==> src/rtl/rr_hold_arbiter_if.sv <==
// rr_hold_arbiter_if: request/grant bundle for rr_hold_arbiter.
//   en       - allows new grants (master -> arbiter)
//   rrMode   - 1 = round-robin, 0 = fixed priority (master -> arbiter)
//   req      - N request bits (master -> arbiter)
//   gnt      - registered one-hot grant (arbiter -> master)
//   gntValid - registered |gnt (arbiter -> master)
//   gntIdx   - registered owner index, holds last owner when idle
// IDXW is derived from N and should not be overridden.
interface rr_hold_arbiter_if #(
  parameter int N    = 8,
  parameter int IDXW = (N > 1) ? $clog2(N) : 1
);
  logic            en;
  logic            rrMode;
  logic [N-1:0]    req;
  logic [N-1:0]    gnt;
  logic            gntValid;
  logic [IDXW-1:0] gntIdx;

  modport master (output en, rrMode, req, input gnt, gntValid, gntIdx);
  modport slave  (input en, rrMode, req, output gnt, gntValid, gntIdx);
endinterface

==> src/rtl/rr_hold_arbiter.sv <==
// rr_hold_arbiter: registered N-way arbiter, fixed priority or round-robin,
// grant held until the owner releases, optional hold limit that lets a
// waiting requester preempt a long-running owner.
//   clk - clock
//   rst - synchronous active-high reset
//   bus - rr_hold_arbiter_if slave side (en, rrMode, req in; gnt, gntValid,
//         gntIdx out). Interface N must match this module's N.
//
// state | meaning
// IDLE  | no grant outstanding, waiting for en and a request
// GRANT | gnt_idx_q owns the resource, hold_cnt_q counts its cycles
module rr_hold_arbiter #(
  parameter int N        = 8,
  parameter int MAX_HOLD = 16
) (
  input logic              clk,
  input logic              rst,
  rr_hold_arbiter_if.slave bus
);
  localparam int IDXW = (N > 1) ? $clog2(N) : 1;
  // With no hold limit the counter only needs to saturate somewhere.
  localparam int HCW  = (MAX_HOLD > 0) ? $clog2(MAX_HOLD + 1) : 8;
  localparam logic [HCW-1:0] HOLD_SAT = (MAX_HOLD > 0) ? HCW'(MAX_HOLD) : {HCW{1'b1}};

  typedef enum logic {IDLE, GRANT} state_t;

  state_t          state_q, state_d;
  logic [N-1:0]    gnt_q, gnt_d;
  logic            gnt_valid_q;
  logic [IDXW-1:0] gnt_idx_q, gnt_idx_d;
  logic [IDXW-1:0] ptr_q, ptr_d;
  logic [HCW-1:0]  hold_cnt_q, hold_cnt_d;

  logic [N-1:0]    others;
  logic            owner_req;
  logic [IDXW-1:0] owner_nxt;
  logic [IDXW-1:0] scan_start;
  logic [IDXW-1:0] win_req;
  logic [IDXW-1:0] win_pre;

  // First set bit of m scanning start, start+1, ... wrapping at N.
  function automatic logic [IDXW-1:0] pick(input logic [N-1:0] m,
                                           input logic [IDXW-1:0] start);
    logic [IDXW-1:0] w;
    logic            hit;
    logic [N-1:0]    sh;
    int              idx;
    w   = '0;
    hit = 1'b0;
    for (int k = 0; k < N; k++) begin
      idx = int'(start) + k;
      if (idx >= N) idx = idx - N;
      sh = m >> idx;
      if (!hit && sh[0]) begin
        hit = 1'b1;
        w   = IDXW'(idx);
      end
    end
    return w;
  endfunction

  // gnt_q is one-hot on the owner, so it doubles as the owner mask.
  assign owner_req  = |(bus.req & gnt_q);
  assign others     = bus.req & ~gnt_q;
  assign owner_nxt  = (int'(gnt_idx_q) == N - 1) ? '0 : gnt_idx_q + IDXW'(1);
  assign scan_start = bus.rrMode ? ptr_q : '0;
  assign win_req    = pick(bus.req, scan_start);
  // Preemption always scans from just past the owner so the owner goes last.
  assign win_pre    = pick(others, owner_nxt);

  always_comb begin
    state_d    = state_q;
    gnt_d      = gnt_q;
    gnt_idx_d  = gnt_idx_q;
    ptr_d      = ptr_q;
    hold_cnt_d = hold_cnt_q;
    case (state_q)
      IDLE: begin
        if (bus.en && |bus.req) begin
          gnt_d      = N'(1) << win_req;
          gnt_idx_d  = win_req;
          hold_cnt_d = HCW'(1);
          state_d    = GRANT;
        end
      end
      GRANT: begin
        if (!owner_req) begin
          if (bus.rrMode) ptr_d = owner_nxt;
          if (bus.en && |bus.req) begin
            gnt_d      = N'(1) << win_req;
            gnt_idx_d  = win_req;
            hold_cnt_d = HCW'(1);
          end else begin
            gnt_d      = '0;
            hold_cnt_d = '0;
            state_d    = IDLE;
          end
        end else if (MAX_HOLD > 0 && hold_cnt_q == HOLD_SAT && bus.en && |others) begin
          if (bus.rrMode) ptr_d = owner_nxt;
          gnt_d      = N'(1) << win_pre;
          gnt_idx_d  = win_pre;
          hold_cnt_d = HCW'(1);
        end else if (hold_cnt_q != HOLD_SAT) begin
          hold_cnt_d = hold_cnt_q + HCW'(1);
        end
      end
      default: begin
        gnt_d   = '0;
        state_d = IDLE;
      end
    endcase
  end

  always_ff @(posedge clk) begin
    if (rst) begin
      state_q     <= IDLE;
      gnt_q       <= '0;
      gnt_valid_q <= 1'b0;
      gnt_idx_q   <= '0;
      ptr_q       <= '0;
      hold_cnt_q  <= '0;
    end else begin
      state_q     <= state_d;
      gnt_q       <= gnt_d;
      gnt_valid_q <= |gnt_d;
      gnt_idx_q   <= gnt_idx_d;
      ptr_q       <= ptr_d;
      hold_cnt_q  <= hold_cnt_d;
    end
  end

  assign bus.gnt      = gnt_q;
  assign bus.gntValid = gnt_valid_q;
  assign bus.gntIdx   = gnt_idx_q;
endmodule

==> src/flat_wrapper.sv <==
// flat-port wrapper written by rule: the top's interface ports become plain ports
module rr_hold_arbiter_flat 
#(
  parameter int N        = 8,
  parameter int MAX_HOLD = 16
)
  (clk, rst, bus_en, bus_rrMode, bus_req, bus_gnt, bus_gntValid, bus_gntIdx);
  rr_hold_arbiter_if #(.N(N)) bus_i ();
  input logic clk;
  input logic rst;
  input wire logic [$bits(bus_i.en)-1:0] bus_en;
  input wire logic [$bits(bus_i.rrMode)-1:0] bus_rrMode;
  input wire logic [$bits(bus_i.req)-1:0] bus_req;
  output wire logic [$bits(bus_i.gnt)-1:0] bus_gnt;
  output wire logic [$bits(bus_i.gntValid)-1:0] bus_gntValid;
  output wire logic [$bits(bus_i.gntIdx)-1:0] bus_gntIdx;
  assign bus_i.en = bus_en;
  assign bus_i.rrMode = bus_rrMode;
  assign bus_i.req = bus_req;
  assign bus_gnt = bus_i.gnt;
  assign bus_gntValid = bus_i.gntValid;
  assign bus_gntIdx = bus_i.gntIdx;
  rr_hold_arbiter #(.N(N), .MAX_HOLD(MAX_HOLD)) u_core (.clk(clk), .rst(rst), .bus(bus_i));
endmodule
==> config.mk <==
export PLATFORM = sky130hd
export DESIGN_NAME = rr_hold_arbiter_flat
export DESIGN_NICKNAME = d
export VERILOG_FILES = /design/src/rtl/rr_hold_arbiter_if.sv /design/src/rtl/rr_hold_arbiter.sv /design/src/flat_wrapper.sv
export SDC_FILE = /design/constraint.sdc
export NUM_CORES = 1
export LEC_CHECK = 0
export ABC_AREA = 0
export CAP_MARGIN = 10
export CORE_MARGIN = 2
export CORE_UTILIZATION = 45
export CTS_CLUSTER_DIAMETER = 200
export DETAILED_ROUTE_END_ITERATION = 8
export PLACE_DENSITY = 0.66
export SLEW_MARGIN = 20
export SYNTH_ARGS = -nofsm -noshare
export SYNTH_HDL_FRONTEND = slang
export SYNTH_SLANG_ARGS = --single-unit
==> constraint.sdc <==
create_clock -name clk -period 4.16 [get_ports clk]
set_clock_uncertainty 0.2 [all_clocks]
set_input_delay 0.832 -clock clk [delete_from_list [all_inputs] [get_ports clk]]
set_output_delay 0.832 -clock clk [all_outputs]
set_load 0.03 [all_outputs]
==> results by group, run 1 <==
CTS
  – Clk pin slew, worst setup/hold paths: 70 ps
  – Num CTS Buffers: 3
  – Clk root buf: clkbuf_8
  – Later-pin clock latency in the skew report: 270 ps
  – Hold buffers post-CTS: 0
  – Max clock buf depth: 2
  – CTS tree: done
  – H-tree depth: 1
  – Clk sinks: 21

Floorplan
  – Num rows: 30
  – Chip height: 87.4 µm
  – Die area: 7640 µm²
  – Die X: 87.4 µm
  – Core area: 6760 µm²
  – Initial core utilization: 46.4%
  – Io pins: 24

Worst setup path
  – Max incr delay on CP: 580 ps
  – Worst EP arrival: 4010 ps
  – Worst EP required: 4070 ps
  – Critical path class: input port to flip-flop
  – Setup crit end kind: flip-flop
  – CP max stage cell: clkdlybuf4s50_1
  – CP Max Fanout: 6
  – Worst-path cell chain: clkdlybuf4s50_1 -> nor2b_2 -> mux2i_1 -> mux2i_1 -> or4bb_1 -> a32o_1 -> a21oi_2 -> and3b_1 -> a222oi_1 -> a41oi_2
  – Cell mode on critical path: mux2i_1
  – Crit start category: input port

STA
  – RSZ-0062 raised after global routing: false
  – Slew Limit Headroom: 51.3%
  – Fmax: 244 MHz
  – Final period util: 98.6%
  – Worst-Margin Slew: 728 ps
  – Worst hold margin: 308 ps
  – Final setup viols: 0
  – Fin. Hold Viols: 0
  – Min Tclk post-route: 4100 ps
  – Slew Limit Fails: 0

Yosys
  – Syn_nets: 424
  – Top_reg_cell synth: dfxtp_1
  – Mapped Area: 3130 µm²
  – Post-synth EDFFs: 0
  – Syn. warnings: 0
  – Syn Inst Count: 397
  – Yosys reg bits: 21
  – Post-synthesis sequential area ratio: 13.4%
  – Post-synth ARST share: 0%
  – Syn avg cell area: 7.89 µm²
  – Distinct cells, synth: 72

Route
  – Initial drt markers: 277
  – Vias: 3608
  – ANT nets after route: 0
  – DR vias/cell: 6.40
  – Residual DRC: 0
  – Drt wl/cell: 18.7 µm
  – DR pass1 iterations: 5
  – DRT Wirelength: 10.5 mm

Power
  – Clk pwr share: 11.1%
  – Leakage: 0.00168 µW
  – Net Switching: 543 µW
  – Seq pwr share: 18.4%
  – Sw frac: 44.3%
  – Power per cell area: 293 nW/µm²
  – Gate power share: 70.5%
  – P_int: 682 µW
  – VDD IR max: 0.306 mV

Flow run
  – Total of max-cap violations: 0

Final layout
  – Final core occ: 61.8%
  – Most frequent cells in the layout: 79 x buf_4, 39 x nor2_1, 34 x nand2_1, 22 x mux2i_1, 22 x clkdlybuf4s50_1
  – Synthesis-to-finish area growth: 33.4%
  – Post-route cell area: 4180 µm²
  – Final net count: 512
  – Most common cell after layout, fill and taps aside: buf_4
  – Layout Cells excl Fill: 564
  – Antenna cells: 0
  – Fraction of layout cells with a size suffix above 1: 30.6%

Global route
  – Pin count of the biggest net entering global routing: 20
  – First-pass GRT wire length: 16.3 mm
  – Initial antenna violation count: 0
  – GRT overflow: 0
  – Number of global-route vias before repair: 3291
  – All-layer global routing usage: 26.8%

Placed design
  – # port buffers: 23
  – DP Area: 3960 µm²
  – Post-DP HPWL: 8.10 mm
  – Cells after DPL: 555
  – RD Place Congestion: 1.02

Hold path
  – Hold crit path type: flip-flop to flip-flop

Run status
  – Outcome: completed
## per-layer routing
layer | global-route usage [%] | wire (µm)
met2 | 45.2 | 5000
met1 | 36.9 | 4580
met3 | 3.70 | 777
met5 | 0 | 0
met4 | 4.62 | 170
## layout make-up
cell class	instances	area, µm²
Timing Repair Buffer	105	877
Sequential cell	21	423
Fill cell	607	2580
Inverter	17	65.1
Tap cell	80	100
Clock buffer	4	45.0
Multi-Input combinational cell	337	2670
## state kept, by name, summed over array words and instances, names as in the netlist
register / cells
u_core.bus.gntValid: 1
u_core.bus.gnt: 8
u_core.bus.gntIdx: 3
u_core.ptr_q: 3
u_core.hold_cnt_q: 5
u_core.state_q: 1
## worst max-delay path, delay by kind of cell
kind	cells	cell delay, ps
multiplexers	2	410
AO/OA/AOI/OAI	4	1090
buffers and inverters	1	580
AND/OR/NAND/NOR	3	1060
## power groups by stage
stage	combinational [µW]	sequential, µW	clock [µW]
floorplan	512	240	0
global placement	779	230	0
detailed placement	797	229	0
CTS	803	225	135
global route	921	226	145
finish	864	226	136
## path summary, 6_finish.rpt
kind	start	endpoint	slack, ps	cells past startpoint
worst min-delay path	u_core.hold_cnt_q[1]	u_core.hold_cnt_q[1]	310	2
worst max-delay path	bus_req[5]	u_core.bus.gntValid	60	10
worst min register to register	u_core.hold_cnt_q[1]	u_core.hold_cnt_q[1]	310	2
worst max register to register	u_core.bus.gntIdx[0]	u_core.bus.gntValid	120	13
## stage by stage
step                      total power [µW]  setup TNS, ps  setup slack, ps
after floorplan                        753              0             47.2
after global placement                1010          -1770             -260
after detailed placement              1030          -2610             -378
after CTS                             1160              0             21.0
after global routing                  1290              0             1.79
final                                 1230              0             60.0
## logic make-up after synthesis
logic type	Yosys count	synth area share [%]
simple gates	147	23.5
compound gates	121	27.8
mux	45	20.8
buf+inv	39	5.51
flops	21	13.4
fa+ha+maj	15	5.99
xor+xnor	9	3.00
## Yosys cell counts (8+ instances only)
cell type	count	share of area (%)
a21oi_1	19	3.0
a31oi_1	8	1.6
clkbuf_1	12	1.4
dfxtp_1	21	13
ha_1	15	6.0
inv_1	15	1.8
mux2i_1	22	7.0
mux4_2	15	11
nand2_1	35	4.2
nand2b_1	10	2.0
nand3_1	8	1.3
nor2_1	40	4.8
nor2b_1	14	2.8
nor3_1	10	1.6
o211ai_1	9	2.2
o21ai_0	17	2.7
## repair_timing
| item | 4_1_cts | 5_1_grt |
|---|---|---|
| setup buffers | 1 | 4 |
| pin swaps | 1 | 6 |
| resized for setup | 1 | 29 |
| endpoints found under the setup margin | 4 | 11 |
(Power assumes the default switching activity.)
==> run 2, diff against run 1 <==
Settings changed: CORE_UTILIZATION 45 to 50, HOLD_SLACK_MARGIN set to 0.05, PLACE_DENSITY 0.66 to 0.72, SLEW_MARGIN 20 to unset.
==> results by group, run 2 (synthesis results as in run 1) <==
STA
  – Final period util: 96.7% (-1.8 points)
  – Final setup viols: 0 (unchanged)
  – Slew Limit Fails: 0 (unchanged)
  – Slew Limit Headroom: 51.7% (+0.43 points)
  – Worst hold margin: 313 ps (+5.17 ps)
  – Fmax: 248 MHz (+1.9%)
  – Min Tclk post-route: 4020 ps (-75.8 ps)
  – Worst-Margin Slew: 718 ps (-10.6 ps)
  – Final worst setup slack: 136 ps (+75.8 ps)
  – Fin. Hold Viols: 0 (unchanged)

Worst setup path
  – Crit start category: input port
  – Max incr delay on CP: 520 ps (-60 ps)
  – WP buf/inv: 2 (+1)
  – CP max stage cell: mux4_2
  – Family with the most delay on the worst path: compound AO/OA/AOI/OAI gates
  – Worst EP required: 4080 ps (about the same)
  – R2R depth: 12 (-1)
  – CP Max Fanout: 5 (-1)
  – Worst EP arrival: 3940 ps (-70 ps)
  – Critical Path Stages: 11 (+1)
  – Worst-path cell chain: clkdlybuf4s50_1 -> nor2b_2 -> buf_4 -> mux2_4 -> mux4_2 -> a211o_1 -> a32o_1 -> a21oi_2 -> and3b_1 -> a222oi_1 -> a41oi_2
  – Critical path class: input port to flip-flop
  – Setup crit end kind: flip-flop

Run status
  – Outcome: completed

Final layout
  – Antenna cells: 0 (unchanged)
  – Synthesis-to-finish area growth: 32.4%
  – Seq. cell area: 423 µm² (unchanged)
  – # fillers: 480 (-21%)
  – Most frequent cells in the layout: 82 x buf_4, 40 x nor2_1, 34 x nand2_1, 22 x mux2i_1, 22 x clkdlybuf4s50_1
  – Final net count: 513 (+0.20%)
  – Area of the multi-input gates: 2650 µm² (-0.52%)
  – Fraction of layout cells with a size suffix above 1: 29.9% (-0.68 points)
  – Max reg flops: 8 (unchanged)
  – Post-route cell area: 4150 µm² (-0.69%)
  – Most common cell after layout, fill and taps aside: buf_4

Hold path
  – Hold crit path type: flip-flop to flip-flop
  – Hold path cells: 2 (unchanged)

CTS
  – H-tree depth: 1 (unchanged)
  – Clk root buf: clkbuf_8
  – Num CTS Buffers: 3 (unchanged)
  – Postcts setup bufs: 0 (-1)
  – Max clock buf depth: 2 (unchanged)
  – Clk pin slew, worst setup/hold paths: 80 ps (about the same)
  – Later-pin clock latency in the skew report: 270 ps (about the same)
  – CTS tree: done
  – Clk sinks: 21 (unchanged)

Route
  – Residual DRC: 0 (unchanged)
  – Vias: 3620 (+0.33%)
  – DRT Wirelength: 10.1 mm (-3.9%)
  – Initial drt markers: 362 (+31%)
  – ANT nets after route: 0 (unchanged)
  – DR pass1 iterations: 5 (unchanged)
  – Drt wl/cell: 18.1 µm (-3.3%)
  – DR vias/cell: 6.46 (+1.0%)

Power
  – VDD IR max: 0.237 mV (-23%)
  – Final Total Pwr: 1220 µW (-0.23%)
  – Leakage: 0.00170 µW (+1.1%)
  – Power per cell area: 295 nW/µm² (+0.46%)

Placed design
  – # port buffers: 23 (unchanged)
  – DP Area: 3980 µm² (+0.66%)
  – Setup WS pre-CTS: -289 ps (+88.6 ps)
  – Post-DP HPWL: 7.80 mm (-3.7%)
  – RD Place Congestion: 0.966 (-5.0%)

Global route
  – Pin count of the biggest net entering global routing: 20 (unchanged)
  – Number of global-route vias before repair: 3257 (-1.0%)
  – Initial antenna violation count: 0 (unchanged)
  – GRT overflow: 0 (unchanged)
  – First-pass GRT wire length: 16.1 mm (-0.81%)
  – All-layer global routing usage: 27.7% (+0.84 points)

Floorplan
  – Die X: 83.1 µm (-4.9%)
  – Num rows: 28 (-6.7%)
  – Initial core utilization: 52.3% (+5.9 points)
  – Core area: 5990 µm² (-11%)
  – Io pins: 24 (unchanged)
  – Die area: 6910 µm² (-9.6%)
  – Chip height: 83.1 µm (-4.9%)

Flow run
  – Total of max-cap violations: 0 (unchanged)
-- run 2: changes by cell type in the layout (fill, tap and decap cells not counted), moves of 2 or more --
cell / previous run / this run
ha_2: 4 / 2
buf_12: 2 / 0
ha_1: 11 / 13
buf_4: 79 / 82
-- run 2: cell type report --
class	count	area share, %
repair buffers	106	20.8
clock inverters	1	0.121
flip-flops and latches	21	10.2
well taps	75	2.26
inverters	17	1.66
clock buffers	3	0.995
multi-input cells	337	64.0
-- run 2: worst paths after layout --
check | to | startpoint | slack, ps
worst max-delay path | u_core.bus.gntValid | bus_req[7] | 140
worst min-delay path | u_core.hold_cnt_q[4] | u_core.hold_cnt_q[4] | 310
worst max register to register | u_core.bus.gntValid | u_core.bus.gntIdx[0] | 180
worst min register to register | u_core.hold_cnt_q[4] | u_core.hold_cnt_q[4] | 310
-- run 2: metrics by stage --
stage,cells,setup TNS [ps],utilization (%)
after global placement,556,-1190,66.5
after floorplan,397,0,-
after global routing,560,-0.520,69.2
after detailed placement,556,-2050,66.5
after CTS,560,0,67.4
final,560,0,69.2
-- run 2: report_power, final --
part	total [µW]	leakage [µW]	switching (µW)	internal, µW
combinational	861	0.00150	456	405
clock	136	0.0000255	69.1	66.9
sequential	226	0.000172	13.5	212
total	1220	0.00170	539	684
-- run 2: timing repair --
action	CTS	global route
resized for setup	1	26
cloned	0	0
endpoints found under the setup margin	1	11
hold buffers	0	0
pin swaps	0	5
-- run 2: metal layers --
layer / vias to the layer above / track usage (%) / routed length [µm]
li1: 1691 / - / -
met1: 1723 / 41.4 / 4500
met2: 189 / 42.9 / 4620
met3: 17 / 2.68 / 849
met4: 0 / 6.56 / 146
met5: - / 0 / 0
-- run 2: tightest hold or removal path, cell delays in order (launching register included) --
cell and delay (ps):
dfxtp_1 340, xor2_1 70, nor2_1 70
==> run 3, diff against run 2 <==
Settings changed: ABC_AREA 0 to 1, CAP_MARGIN 10 to unset, PLACE_DENSITY 0.72 to 0.69.
Clock period 4.16 ns to 3.75 ns, I/O delays scaled along.
==> results by group, run 3 <==
Global route
  – Initial antenna violation count: 0 (unchanged)
  – GRT overflow: 0 (unchanged)
  – First-pass GRT wire length: 15.1 mm (-6.6%)
  – Pin count of the biggest net entering global routing: 17 (-15%)
  – All-layer global routing usage: 29.3% (+1.6 points)
  – Number of global-route vias before repair: 3299 (+1.3%)

Yosys
  – Syn Inst Count: 520 (+31%)
  – Yosys reg bits: 21 (unchanged)
  – Mapped Area: 2940 µm² (-6.2%)
  – Synth top cells by count: 160 x nand2_1, 91 x nand3_1, 63 x inv_1
  – Syn. warnings: 0 (unchanged)
  – Count leader, synth: nand2_1
  – Post-synth top area cell: nand2_1
  – Distinct cells, synth: 37 (-49%)
  – Synth top area share: 20.5% (+7.0 points)
  – Post-synth EDFFs: 0 (unchanged)
  – Syn_nets: 547 (+29%)
  – Largest cells by area after synthesis: nand2_1 20%, nand3_1 16%, dfxtp_1 14%
  – Post-synthesis sequential area ratio: 14.3% (+0.89 points)
  – Syn avg cell area: 5.65 µm² (-28%)
  – Post-synth ARST share: 0% (unchanged)
  – Top_reg_cell synth: dfxtp_1

Route
  – Wire length on met2: 4.18 mm (-9.4%)
  – Drt wl/cell: 13.8 µm (-24%)
  – Met1 wire length: 4.01 mm (-11%)
  – DRT Wirelength: 8.94 mm (-12%)
  – ANT nets after route: 0 (unchanged)
  – Max Used Layer: met4
  – Initial drt markers: 152 (-58%)
  – DR vias/cell: 5.47 (-15%)
  – Met3 wire len: 450 µm (-47%)
  – Residual DRC: 0 (unchanged)
  – Vias: 3548 (-2.0%)
  – DR pass1 iterations: 5 (unchanged)

CTS
  – Clk pin slew, worst setup/hold paths: 80 ps (about the same)
  – Num CTS Buffers: 3 (unchanged)
  – Postcts setup bufs: 0 (unchanged)
  – H-tree depth: 1 (unchanged)
  – Max clock buf depth: 2 (unchanged)
  – Clk sinks: 21 (unchanged)
  – Post-CTS Resized: 0 (-1)
  – Later-pin clock latency in the skew report: 260 ps (about the same)
  – Hold buffers post-CTS: 0 (unchanged)
  – CTS tree: done
  – Clk root buf: clkbuf_8

Final layout
  – # fillers: 533 (+11%)
  – Max reg flops: 8 (unchanged)
  – Fraction of layout cells with a size suffix above 1: 17.9% (-12 points)
  – Most common cell after layout, fill and taps aside: nand2_1
  – Antenna cells: 0 (unchanged)
  – Most frequent cells in the layout: 159 x nand2_1, 90 x nand3_1, 62 x inv_1, 43 x nor2_1, 36 x buf_4
  – Layout Cells excl Fill: 649 (+16%)
  – Final net count: 605 (+18%)
  – Synthesis-to-finish area growth: 21.7%

Worst setup path
  – CP max stage cell: dfxtp_1
  – Worst EP required: 3690 ps (-390 ps)
  – R2R depth: 24 (+12)
  – Worst EP arrival: 3370 ps (-570 ps)
  – Crit start category: flip-flop
  – CP Max Fanout: 6 (+1)
  – Worst-path cell chain: ha_1 -> ha_1 -> inv_2 -> nand2_4 -> inv_2 -> ha_1 -> xnor2_2 -> inv_1 -> nand2_1 -> nand2_2 -> nor2_4 -> nand3_4 -> nor2_8 -> nand3_4 -> nand3_1 -> nand2_2 -> nand3_1 -> inv_1 -> nand2_1 -> nand2_1 -> nor2_1 -> nand2_1 -> nor2_1 -> nor2_1
  – Critical path class: flip-flop to flip-flop
  – Max incr delay on CP: 410 ps (-110 ps)
  – Setup crit end kind: flip-flop
  – Cell mode on critical path: nand2_1

Floorplan
  – Num rows: 27 (-3.6%)
  – Chip height: 80.6 µm (-3.0%)
  – Die area: 6500 µm² (-5.9%)
  – Io pins: 24 (unchanged)
  – Initial core utilization: 52.7% (+0.41 points)
  – Die X: 80.6 µm (-3.0%)
  – Core area: 5570 µm² (-7.0%)

Power
  – Power per cell area: 389 nW/µm² (+32%)
  – Leakage: 0.00186 µW (+9.4%)
  – VDD IR max: 0.217 mV (-8.4%)

Run status
  – Outcome: completed

Placed design
  – Cells after DPL: 645 (+16%)
  – # port buffers: 23 (unchanged)
  – RD Place Congestion: 0.985 (+2.0%)
  – Post-DP HPWL: 7.47 mm (-4.3%)

STA
  – Min Tclk post-route: 3420 ps
  – Fmax: 292 MHz
  – Final setup viols: 0 (unchanged)
  – Fin. Hold Viols: 0 (unchanged)
  – Slew Limit Headroom: 66.2% (+14 points)
  – RSZ-0062 raised after global routing: false
  – Worst-Margin Slew: 503 ps (-214 ps)
  – Worst hold margin: 309 ps (-3.55 ps)
  – Slew Limit Fails: 0 (unchanged)
  – Final period util: 91.3%

Hold path
  – Hold path cells: 2 (unchanged)
  – Hold crit path type: flip-flop to flip-flop

Flow run
  – Total of max-cap violations: 0 (unchanged)
==> run 3: changes by cell type in the layout (fill, tap and decap cells not counted), moves of 10 or more <==
cell and delta:
nor2_2 +10, nand2_1 +125, mux4_2 -15, mux2i_1 -22
buf_4 -46, nand2b_1 -10, inv_1 +47, nor2b_1 -10
nand3_2 +11, nand2_2 +17, nand3_1 +82
==> run 3: final cells by class <==
class                      count  area, µm²  share of cell area (%)
clock buffer                   4       45.0                    1.26
multi-input combinational    422       2250                    62.9
timing repair buffer          59        503                    14.1
sequential                    21        420                    11.8
inverter                      71        269                    7.53
tap                           72       90.1                    2.52
==> run 3: routing by layer <==
layer  vias to the layer above  global-route usage (%)
met5                         -                       0
met3                        23                    2.70
met2                       124                    51.6
met4                         0                    9.83
li1                       1810                       -
met1                      1591                    37.1
==> run 3: logic make-up after synthesis <==
family | synth area share (%)
compound gates | 8.44
buf+inv | 10.7
xor+xnor | 0.895
fa+ha+maj | 6.39
simple gates | 59.3
flops | 14.3
==> run 3: critical path, delay by kind of cell, from the launching register on <==
family | cells | cell delay (ps)
buf+inv | 4 | 350
fa+ha+maj | 3 | 610
xor+xnor | 1 | 220
simple gates | 16 | 1490
flops | 1 | 410
==> run 3: where the power goes <==
part / internal, µW / switching [µW]
clock network: 75.8 / 79.3
registers: 240 / 17.4
logic: 341 / 637
total: 656 / 733
==> run 3: final timing paths <==
kind / from / endpoint / slack (ps)
worst min register to register: u_core.hold_cnt_q[1] / u_core.hold_cnt_q[1] / 310
worst max-delay path: u_core.bus.gntIdx[1] / u_core.bus.gntValid / 330
worst min-delay path: u_core.hold_cnt_q[1] / u_core.hold_cnt_q[1] / 310
worst max register to register: u_core.bus.gntIdx[1] / u_core.bus.gntValid / 330
==> run 3: stage by stage <==
| stage | setup slack (ps) | total power [µW] | area, µm² | TNS, ps | utilization, % |
|---|---|---|---|---|---|
| 6_report | 326 | 1390 | 3570 | 0 | 64.1 |
| 5_1_grt | 31.9 | 1510 | 3570 | 0 | 64.1 |
| 2_1_floorplan | 222 | 932 | 2940 | 0 | - |
| 4_1_cts | 196 | 1360 | 3530 | 0 | 63.3 |
| 3_3_place_gp | -23.5 | 1190 | 3480 | -23.5 | 62.5 |
| 3_5_place_dp | -67.1 | 1200 | 3480 | -67.1 | 62.5 |
